==> src/rtl/bp_profiler_pkg.sv <==
// Shared profiler types: stall-reason codes, read FSM states, address-map offsets.
// Used by bp_stall_counter_bank (BP_STALL_COUNTER_SNAPSHOT_EN selects shadow reads).
package bp_profiler_pkg;

  localparam int num_reasons_gp = 32;

  // Offsets past the last stall counter in the read address map
  localparam int instret_addr_off_gp = 0;
  localparam int cycle_addr_off_gp   = 1;

  typedef enum logic [4:0] {
    e_fe_queue_stall   = 5'd0,
    e_fe_wait_stall    = 5'd1,
    e_itlb_miss        = 5'd2,
    e_icache_miss      = 5'd3,
    e_icache_rollback  = 5'd4,
    e_branch_override  = 5'd5,
    e_ret_override     = 5'd6,
    e_fe_cmd           = 5'd7,
    e_fe_cmd_fence     = 5'd8,
    e_mispredict       = 5'd9,
    e_control_haz      = 5'd10,
    e_long_haz         = 5'd11,
    e_data_haz         = 5'd12,
    e_aux_haz          = 5'd13,
    e_load_dep         = 5'd14,
    e_mul_haz          = 5'd15,
    e_fma_haz          = 5'd16,
    e_sb_haz           = 5'd17,
    e_fence_haz        = 5'd18,
    e_dcache_miss      = 5'd19,
    e_dtlb_miss        = 5'd20,
    e_struct_haz       = 5'd21,
    e_exception        = 5'd22,
    e_interrupt        = 5'd23,
    e_unknown          = 5'd31
  } bp_stall_reason_e;

  typedef enum logic {
    e_idle = 1'b0,
    e_resp = 1'b1
  } bp_stall_rd_state_e;

endpackage

==> src/rtl/bp_stall_sat_counter.sv <==
// Saturating up-counter with synchronous reset and clear.
// Clear takes priority over a same-cycle increment.
module bp_stall_sat_counter #(
  parameter int width_p = 32
) (
  input  logic               clk_i,
  input  logic               reset_i,
  input  logic               clear_i,
  input  logic               up_i,
  output logic [width_p-1:0] count_o
);

  logic [width_p-1:0] count_r;

  // Count up, stick at all-ones, clear/reset to zero
  always_ff @(posedge clk_i) begin
    if (reset_i | clear_i)
      count_r <= '0;
    else if (up_i && (count_r != '1))
      count_r <= count_r + 1'b1;
  end

  assign count_o = count_r;

endmodule

==> src/rtl/bp_stall_counter_bank.sv <==
// Bank of per-reason stall counters plus instret/cycle counters with a read port.
// BP_STALL_COUNTER_SNAPSHOT_EN: reads return snapshot shadows instead of live values.
module bp_stall_counter_bank
  import bp_profiler_pkg::*;
#(
  parameter int num_reasons_p = num_reasons_gp,
  parameter int cnt_width_p   = 32,
  parameter int addr_width_p  = $clog2(num_reasons_p+2)
) (
  input  logic                             clk_i,
  input  logic                             reset_i,
  input  logic                             freeze_i,
  input  logic                             instret_i,
  input  logic                             stall_v_i,
  input  logic [$clog2(num_reasons_p)-1:0] stall_reason_i,
  input  logic                             clear_i,
  input  logic                             snapshot_i,
  input  logic                             req_v_i,
  input  logic [addr_width_p-1:0]          req_addr_i,
  output logic                             req_ready_o,
  output logic                             resp_v_o,
  output logic [cnt_width_p-1:0]           resp_data_o,
  output logic                             resp_err_o,
  input  logic                             resp_yumi_i
);

  localparam int total_lp   = num_reasons_p + 2;
  localparam int instret_lp = num_reasons_p + instret_addr_off_gp;
  localparam int cycle_lp   = num_reasons_p + cycle_addr_off_gp;

  logic                   en;
  logic [total_lp-1:0]    up_li;
  logic [cnt_width_p-1:0] cnt_lo [total_lp];
  logic [cnt_width_p-1:0] src    [total_lp];

  assign en = ~freeze_i;

  // Route this cycle's event to exactly the counters it should bump
  always_comb begin
    up_li = '0;
    for (int i = 0; i < num_reasons_p; i++)
      up_li[i] = en & ~instret_i & stall_v_i
               & (int'(stall_reason_i) == i);
    up_li[instret_lp] = en & instret_i;
    up_li[cycle_lp]   = en;
  end

  for (genvar g = 0; g < total_lp; g++) begin : cnt
    bp_stall_sat_counter #(
      .width_p(cnt_width_p)
    ) ctr (
      .clk_i   (clk_i),
      .reset_i (reset_i),
      .clear_i (clear_i),
      .up_i    (up_li[g]),
      .count_o (cnt_lo[g])
    );
  end

`ifdef BP_STALL_COUNTER_SNAPSHOT_EN
  logic [cnt_width_p-1:0] shadow_r [total_lp];

  // Capture pre-increment values; a same-cycle clear captures zero
  always_ff @(posedge clk_i) begin
    if (reset_i) begin
      for (int i = 0; i < total_lp; i++)
        shadow_r[i] <= '0;
    end else if (snapshot_i) begin
      for (int i = 0; i < total_lp; i++)
        shadow_r[i] <= clear_i ? '0 : cnt_lo[i];
    end
  end

  // Reads see the frozen shadow copy
  always_comb begin
    for (int i = 0; i < total_lp; i++)
      src[i] = shadow_r[i];
  end
`else
  logic unused_snapshot;
  assign unused_snapshot = snapshot_i;

  // Reads see the live counters
  always_comb begin
    for (int i = 0; i < total_lp; i++)
      src[i] = cnt_lo[i];
  end
`endif

  logic [cnt_width_p-1:0] rd_data;
  logic                   rd_err;

  // Address decode; anything past the cycle counter is an error
  always_comb begin
    rd_data = '0;
    rd_err  = 1'b1;
    for (int i = 0; i < total_lp; i++) begin
      if (int'(req_addr_i) == i) begin
        rd_data = src[i];
        rd_err  = 1'b0;
      end
    end
  end

  bp_stall_rd_state_e     state_r, state_n;
  logic [cnt_width_p-1:0] resp_data_r;
  logic                   resp_err_r;
  logic                   accept;

  assign accept = req_v_i & (state_r == e_idle);

  // Read FSM state register
  always_ff @(posedge clk_i) begin
    if (reset_i)
      state_r <= e_idle;
    else
      state_r <= state_n;
  end

  // Read FSM next state
  always_comb begin
    state_n = state_r;
    unique case (state_r)
      e_idle: if (req_v_i)     state_n = e_resp;
      e_resp: if (resp_yumi_i) state_n = e_idle;
      default:                 state_n = e_idle;
    endcase
  end

  // Latch the response at acceptance and hold it until consumed
  always_ff @(posedge clk_i) begin
    if (reset_i) begin
      resp_data_r <= '0;
      resp_err_r  <= 1'b0;
    end else if (accept) begin
      resp_data_r <= rd_data;
      resp_err_r  <= rd_err;
    end
  end

  assign req_ready_o = (state_r == e_idle);
  assign resp_v_o    = (state_r == e_resp);
  assign resp_data_o = resp_data_r;
  assign resp_err_o  = resp_err_r;

endmodule

==> config.mk <==
export PLATFORM = sky130hd
export DESIGN_NAME = bp_stall_counter_bank
export DESIGN_NICKNAME = d
export VERILOG_FILES = /design/src/rtl/bp_profiler_pkg.sv /design/src/rtl/bp_stall_sat_counter.sv /design/src/rtl/bp_stall_counter_bank.sv
export SDC_FILE = /design/constraint.sdc
export NUM_CORES = 2
export LEC_CHECK = 0
export BUFFER_PORTS_ARGS = -buffer_cell sky130_fd_sc_hd__buf_4
export CAP_MARGIN = 5
export CORE_MARGIN = 2
export CORE_UTILIZATION = 50
export DETAILED_ROUTE_END_ITERATION = 7
export PLACE_DENSITY = 0.63
export SLEW_MARGIN = 15
export SYNTH_ARGS = -nofsm -noshare
export SYNTH_HDL_FRONTEND = slang
export SYNTH_SLANG_ARGS = --single-unit
==> constraint.sdc <==
create_clock -name clk_i -period 4.8 [get_ports clk_i]
set_input_delay 0 -clock clk_i [delete_from_list [all_inputs] [get_ports clk_i]]
set_output_delay 0 -clock clk_i [all_outputs]
set_load 0.05 [all_outputs]
### Word level (Yosys, flattened, before mapping)

Cells that the tools add are included.

* bits in registers: 1122
* word-level logic and storage cells: 316
* input port bits: 20
* output and inout bits: 35

* muxes and demuxes: 71
* reductions and logical operators: 36
* $add $sub $neg: 34
* equality and inequality tests: 98
* bitwise operators: 40

Operators with widths (count)
* adder 32 x 1 -> 32 bit, second input constant: 34
* two-way mux 32 bit: 34
* != test 32 bit, second input constant: 34
* == test 6 bit, second input constant: 18
* == test 5 bit, second input constant: 16
* == test 6 x 5 -> 1 bit, second input constant: 8
* == test 5 x 4 -> 1 bit, second input constant: 8
* bitwise AND 1 bit: 36
* two-way mux 1 bit: 36
* logical AND 1 bit: 34
* == test 6 x 4 -> 1 bit, second input constant: 4
* == test 5 x 3 -> 1 bit, second input constant: 4
* == test 6 x 3 -> 1 bit, second input constant: 2
* == test 5 x 2 -> 1 bit, second input constant: 2
* == test 6 x 2 -> 1 bit, second input constant: 1
* zero test 6 bit: 1
* == test 5 x 1 -> 1 bit, second input constant: 1
* zero test 5 bit: 1
* inverter 1 bit: 3
* one-hot mux 1 bit (2 select lines): 1
* OR 1 bit: 1

### Logic depth before layout (Yosys ltp)

* depth in word-level cells: 35
* gate-level depth with buffers: 13
* gate-level depth less buffers: 9

### Cells and area by module

A second synthesis with hierarchy kept.

* cells, all modules: 8062
* area, all modules: 67833.8 µm²

By module, submodules not included
* bp_stall_sat_counter at cnt[0].ctr ...: instances 33, cells an instance 189, sequential area each 640.6 µm², area each 1681.6 µm²
* bp_stall_counter_bank: instances 1, cells an instance 1631, sequential area each 680.7 µm², area each 10617.7 µm²
* bp_stall_sat_counter at cnt[9].ctr: instances 1, cells an instance 194, sequential area each 640.6 µm², area each 1722.9 µm²

### Least setup slack after synthesis

Ideal clock, no wire load.

* path kind: reg2reg
* start point: register cnt[32].ctr.count_r[4]
* end point: register cnt[32].ctr.count_r[25]
* slack: 2161 ps
* buffers on the path: 1
* arrival time: 2569 ps
* library setup time: 70 ps
* cell stages (with the launch flop): 9
* path through: dfxtp_1 > nand4_2 > or4_4 > or3_4 > or2_0 > or4_1 > buf_2 > or3_1 > a21oi_1

* word-level cells in the longest chain between the ends: 2
* elaborated cells between the ends (all ways): 3

RTL lines
* start, declared: RTL line bp_stall_sat_counter.sv:13 `logic [width_p-1:0] count_r;`
* start signal, assigned: RTL line bp_stall_sat_counter.sv:20 `count_r <= count_r + 1'b1;`
* branches (longest 2 deep; another with adder 32 x 1 -> 32 bit)

Several ways; the timed one is not identified.
A chain may end at the register's enable or synchronous reset.

### Final worst setup path

* start point: input port req_addr_i[5]
* end point: register resp_data_r[1], in the netlist resp_data_o[1]

* word-level cells in the longest chain between the ends: 35
* elaborated cells between the ends (all ways): 68

RTL lines
* start, declared: RTL line bp_stall_counter_bank.sv:19 `input logic [addr_width_p-1:0] req_addr_i,`
* zero test 6 bit: RTL line bp_stall_counter_bank.sv:98 `if (int'(req_addr_i) == i) begin`
* two-way mux 32 bit (33 in a row): RTL line bp_stall_counter_bank.sv:98
* two-way mux 32 bit *: RTL line bp_stall_counter_bank.sv:98
* end signal, assigned: RTL line bp_stall_counter_bank.sv:136 `resp_data_r <= rd_data;`
* end, declared: RTL line bp_stall_counter_bank.sv:106 `logic [cnt_width_p-1:0] resp_data_r;`

Every way passes the cells marked *; elsewhere a longest branch is shown, timed or not.

==> results_dict.tcl <==
set metrics [dict create \
    ir_drop_v 0.000394 \
    min_from "stall_reason_i[0]" \
    layout-drive-gt1-share 0.0688 \
    power_frac_clock 0.500 \
    cpMostUsedCell "buf_4" \
    violations "DRC" \
    worstReg2RegStart "cnt[11].ctr.count_o[29]" \
    yosys_register_bits 1122 \
    syn_avg_cell_area_sq_um 7.93 \
    tritoncts "done" \
    p_seq_frac 0.452 \
    io-pin-count 55 \
    crit_start "req_addr_i[5]" \
    rows 125 \
    cp_cell_sequence "dlygate4sd3_1 -> buf_4 -> nand2b_1 -> buf_4 -> nor3_2 -> buf_4 -> a221oi_1 -> nand3_1 -> a211oi_1 -> nand4_1 -> a31oi_1 -> nor3_1" \
    placedInstanceArea_sq_um 61000 \
    fin_crit_sh 0.829 \
    clk_latency_ns 0.81 \
    clock-root-buffer "clkbuf_16" \
    cellLeakagePower_nw 21.4 \
    synthCells 7366 \
    finClkSkew_ns 0.0399 \
    p_comb_frac 0.047 \
    stdcell_area_sq_um 65500 \
    io_buffers 53 \
    cp-start-kind "primary input" \
    final_antenna_net_count 0 \
    synth_top_area_cell "dfxtp_1" \
    max_stage_delay_ns 0.86 \
    htree_levels 4 \
    synthTopCellsByArea "dfxtp_1 38%, xor2_1 8.2%, nor2_1 7.8%" \
    path_clk_slew_ns 0.06 \
    gp_congestion 1.14 \
    fin_nets 7453 \
    worst_ep_arrival_time_ns 4.65 \
    firstDrtPassIters 8 \
    die_h_um 346 \
    crit_path_top_delay_cell "a211oi_1" \
    drv_slew 0 \
    crit_fanout 22 \
    cts_buffer_depth 3 \
    synth.net_count 7420 \
    reg2reg_setup_slack_ns 1.53 \
    crit_path_end_kind "register" \
    initialDrtViolationCount 9580 \
    yosysWarnings 0 \
    switching_share 0.246 \
    via_per_inst 6.61 \
    antenna_found_initial 22 \
    fin_setup_tns_ns 0 \
    power.internal_mw 15.6 \
    seq_area_frac_synth 0.384 \
    grt_max_degree 163 \
    syn_area_sq_um 58400 \
    synth_edf_count 0 \
    synth_top_area_frac 0.384 \
    grt_pass1_wl_mm 365 \
    die_area_sq_um 120000 \
    stdcell_count 9026 \
    power.density_nw_per_um2 316 \
    numPlacedInstances 8773 \
    run_status "finished, violations left" \
    drt_wl_total_mm 255 \
    num_vias 59652 \
    finalSetupViolations 0 \
    async_reset_ff_frac 0 \
    areaGrowthSynthToFinish_pct 12.1 \
    grt_use_total 0.410 \
    maxSlewHeadroom 0.0863 \
    synthFlopType "dfxtp_1" \
    numCtsBuffers 131 \
    rsz0062_at_grt "no" \
    start_util 0.504 \
    ys_types 94 \
    fmax_ghz 0.251 \
    cts_num_sinks 1122 \
    overflow 0 \
    fin_crit_ns 3.98 \
    core_sq_um 116000 \
    hold_ws_ns 0.0848 \
    max_cap_violations 0 \
    hold_viol_final 0 \
    switching_power_mw 5.09 \
    crit_required_ns 5.47 \
    final_util 0.565 \
    hp-class "primary input to register" \
    wl_per_cell_um 28.3 \
    die_w_um 346 \
    grt_pass1_vias 52544 \
    route.detailed.drc 9 \
    critPathKind "primary input to register" \
    worstMarginPinSlew_ns 1.36 \
    place_hpwl_mm 195 \
]
==> layout by cell type (no fill, tap or decap), types with 30 or more instances in the layout <==
master / Yosys / final
ha_1: 34 / 34
nor3_1: 197 / 182
inv_1: 140 / 140
a22oi_1: 90 / 90
a21oi_1: 284 / 284
a221oi_1: 101 / 101
o21ai_0: 309 / 308
or4_1: 31 / 31
a222oi_1: 31 / 31
nand4_1: 300 / 300
and4_1: 145 / 145
buf_4: 0 / 214
and3_1: 159 / 159
a221o_1: 34 / 34
clkbuf_16: 0 / 136
and2_1: 90 / 90
nor4_1: 72 / 70
xnor2_1: 335 / 335
nand3_1: 444 / 444
nor2_1: 1220 / 1207
dfxtp_1: 1122 / 1122
o221ai_1: 52 / 52
or3_1: 171 / 171
nand2_1: 636 / 636
nor2b_1: 32 / 30
o22ai_1: 100 / 100
xor2_1: 545 / 545
==> cell usage after synthesis, types with 12 or more instances <==
library cell,number
nor3_1,197
o211ai_1,27
xnor2_1,335
o21ai_0,309
a22oi_1,90
nor4_1,72
a221oi_1,101
clkbuf_1,302
or2_2,17
nor2_1,1220
a222oi_1,31
xor2_1,545
or3_1,171
buf_2,17
a21oi_1,284
and3_1,159
nor2b_1,32
a31oi_1,26
buf_1,21
nand3_1,444
a2111oi_0,25
o22ai_1,100
o221ai_1,52
ha_1,34
a221o_1,34
nand2_1,636
inv_1,140
and4_1,145
a211oi_1,27
nand4_1,300
dfxtp_1,1122
nand2b_1,15
a211o_1,12
or4_1,31
and2_1,90
a22o_1,14
==> path summary, 6_finish.rpt <==
kind	depth (start not counted)	to
worst min-delay path	5	cnt[5].ctr.count_o[12]
worst min register to register	2	cnt[7].ctr.count_o[24]
worst max register to register	6	resp_data_o[29]
worst max-delay path	12	resp_data_o[1]
==> per-layer routing <==
layer,vias up,global-route usage,share of wire
li1,26471,-,-
met1,28650,0.571,0.41
met2,3781,0.554,0.39
met3,730,0.152,0.15
met4,20,0.192,0.055
met5,-,0,0.00053
==> worst max-delay path: cells and delay by family <==
kind	cells	cell delay, ns
AND/OR/NAND/NOR	5	0.98
buffers and inverters	4	1.51
AO/OA/AOI/OAI	3	2.08
==> area by class of cell <==
cell class / count / area [sq um]
timing repair buffer: 241 / 1960
tap: 1524 / 1910
clock buffer: 189 / 3850
clock inverter: 40 / 512
antenna: 7 / 17.5
fill: 10965 / 50500
multi-input combinational: 5763 / 34300
inverter: 140 / 526
sequential: 1122 / 22500
==> cell families (layout without fill, tap and decap cells) <==
family,after synthesis,in the layout,share of synthesized area
adder cells (fa/ha/maj),34,34,0.00728
flip-flops,1122,1122,0.384
multiplexers,11,11,0.00191
buffers and inverters,481,610,0.0314
AO/OA/AOI/OAI,1239,1239,0.140
XOR/XNOR,880,880,0.132
other,0,7,0
AND/OR/NAND/NOR,3599,3599,0.303
==> state kept, by name, indices dropped and copies added (netlist names) <==
name             count
resp_v_o             1
resp_err_o           1
cnt.ctr.count_o   1088
resp_data_o         32
==> repair_timing <==
| action | 4_1_cts | 5_1_grt |
|---|---|---|
| setup buffers | 0 | 0 |
| hold buffers | 15 | 0 |
| resized for setup | 0 | 0 |
| endpoints found under the hold margin | 78 | 0 |
==> stage by stage <==
| stage | setup WS (ns) | power, mW |
|---|---|---|
| finish | 0.821 | 20.7 |
| detailed placement | 0.696 | 10.5 |
| global route | 1.12 | 21.1 |
| global placement | 0.806 | 10.5 |
| CTS | 1.17 | 20.7 |
| floorplan | 2.16 | 10.0 |
==> power by group through the flow <==
| stage | Sequential [mW] | Combinational [mW] | Clock (mW) |
|---|---|---|---|
| after global routing | 9.36 | 0.972 | 10.8 |
| after detailed placement | 9.57 | 0.901 | 0 |
| after floorplan | 9.61 | 0.407 | 0 |
| final | 9.37 | 0.979 | 10.4 |
| after global placement | 9.57 | 0.899 | 0 |
| after CTS | 9.37 | 0.914 | 10.4 |
(Power assumes the default switching activity.)
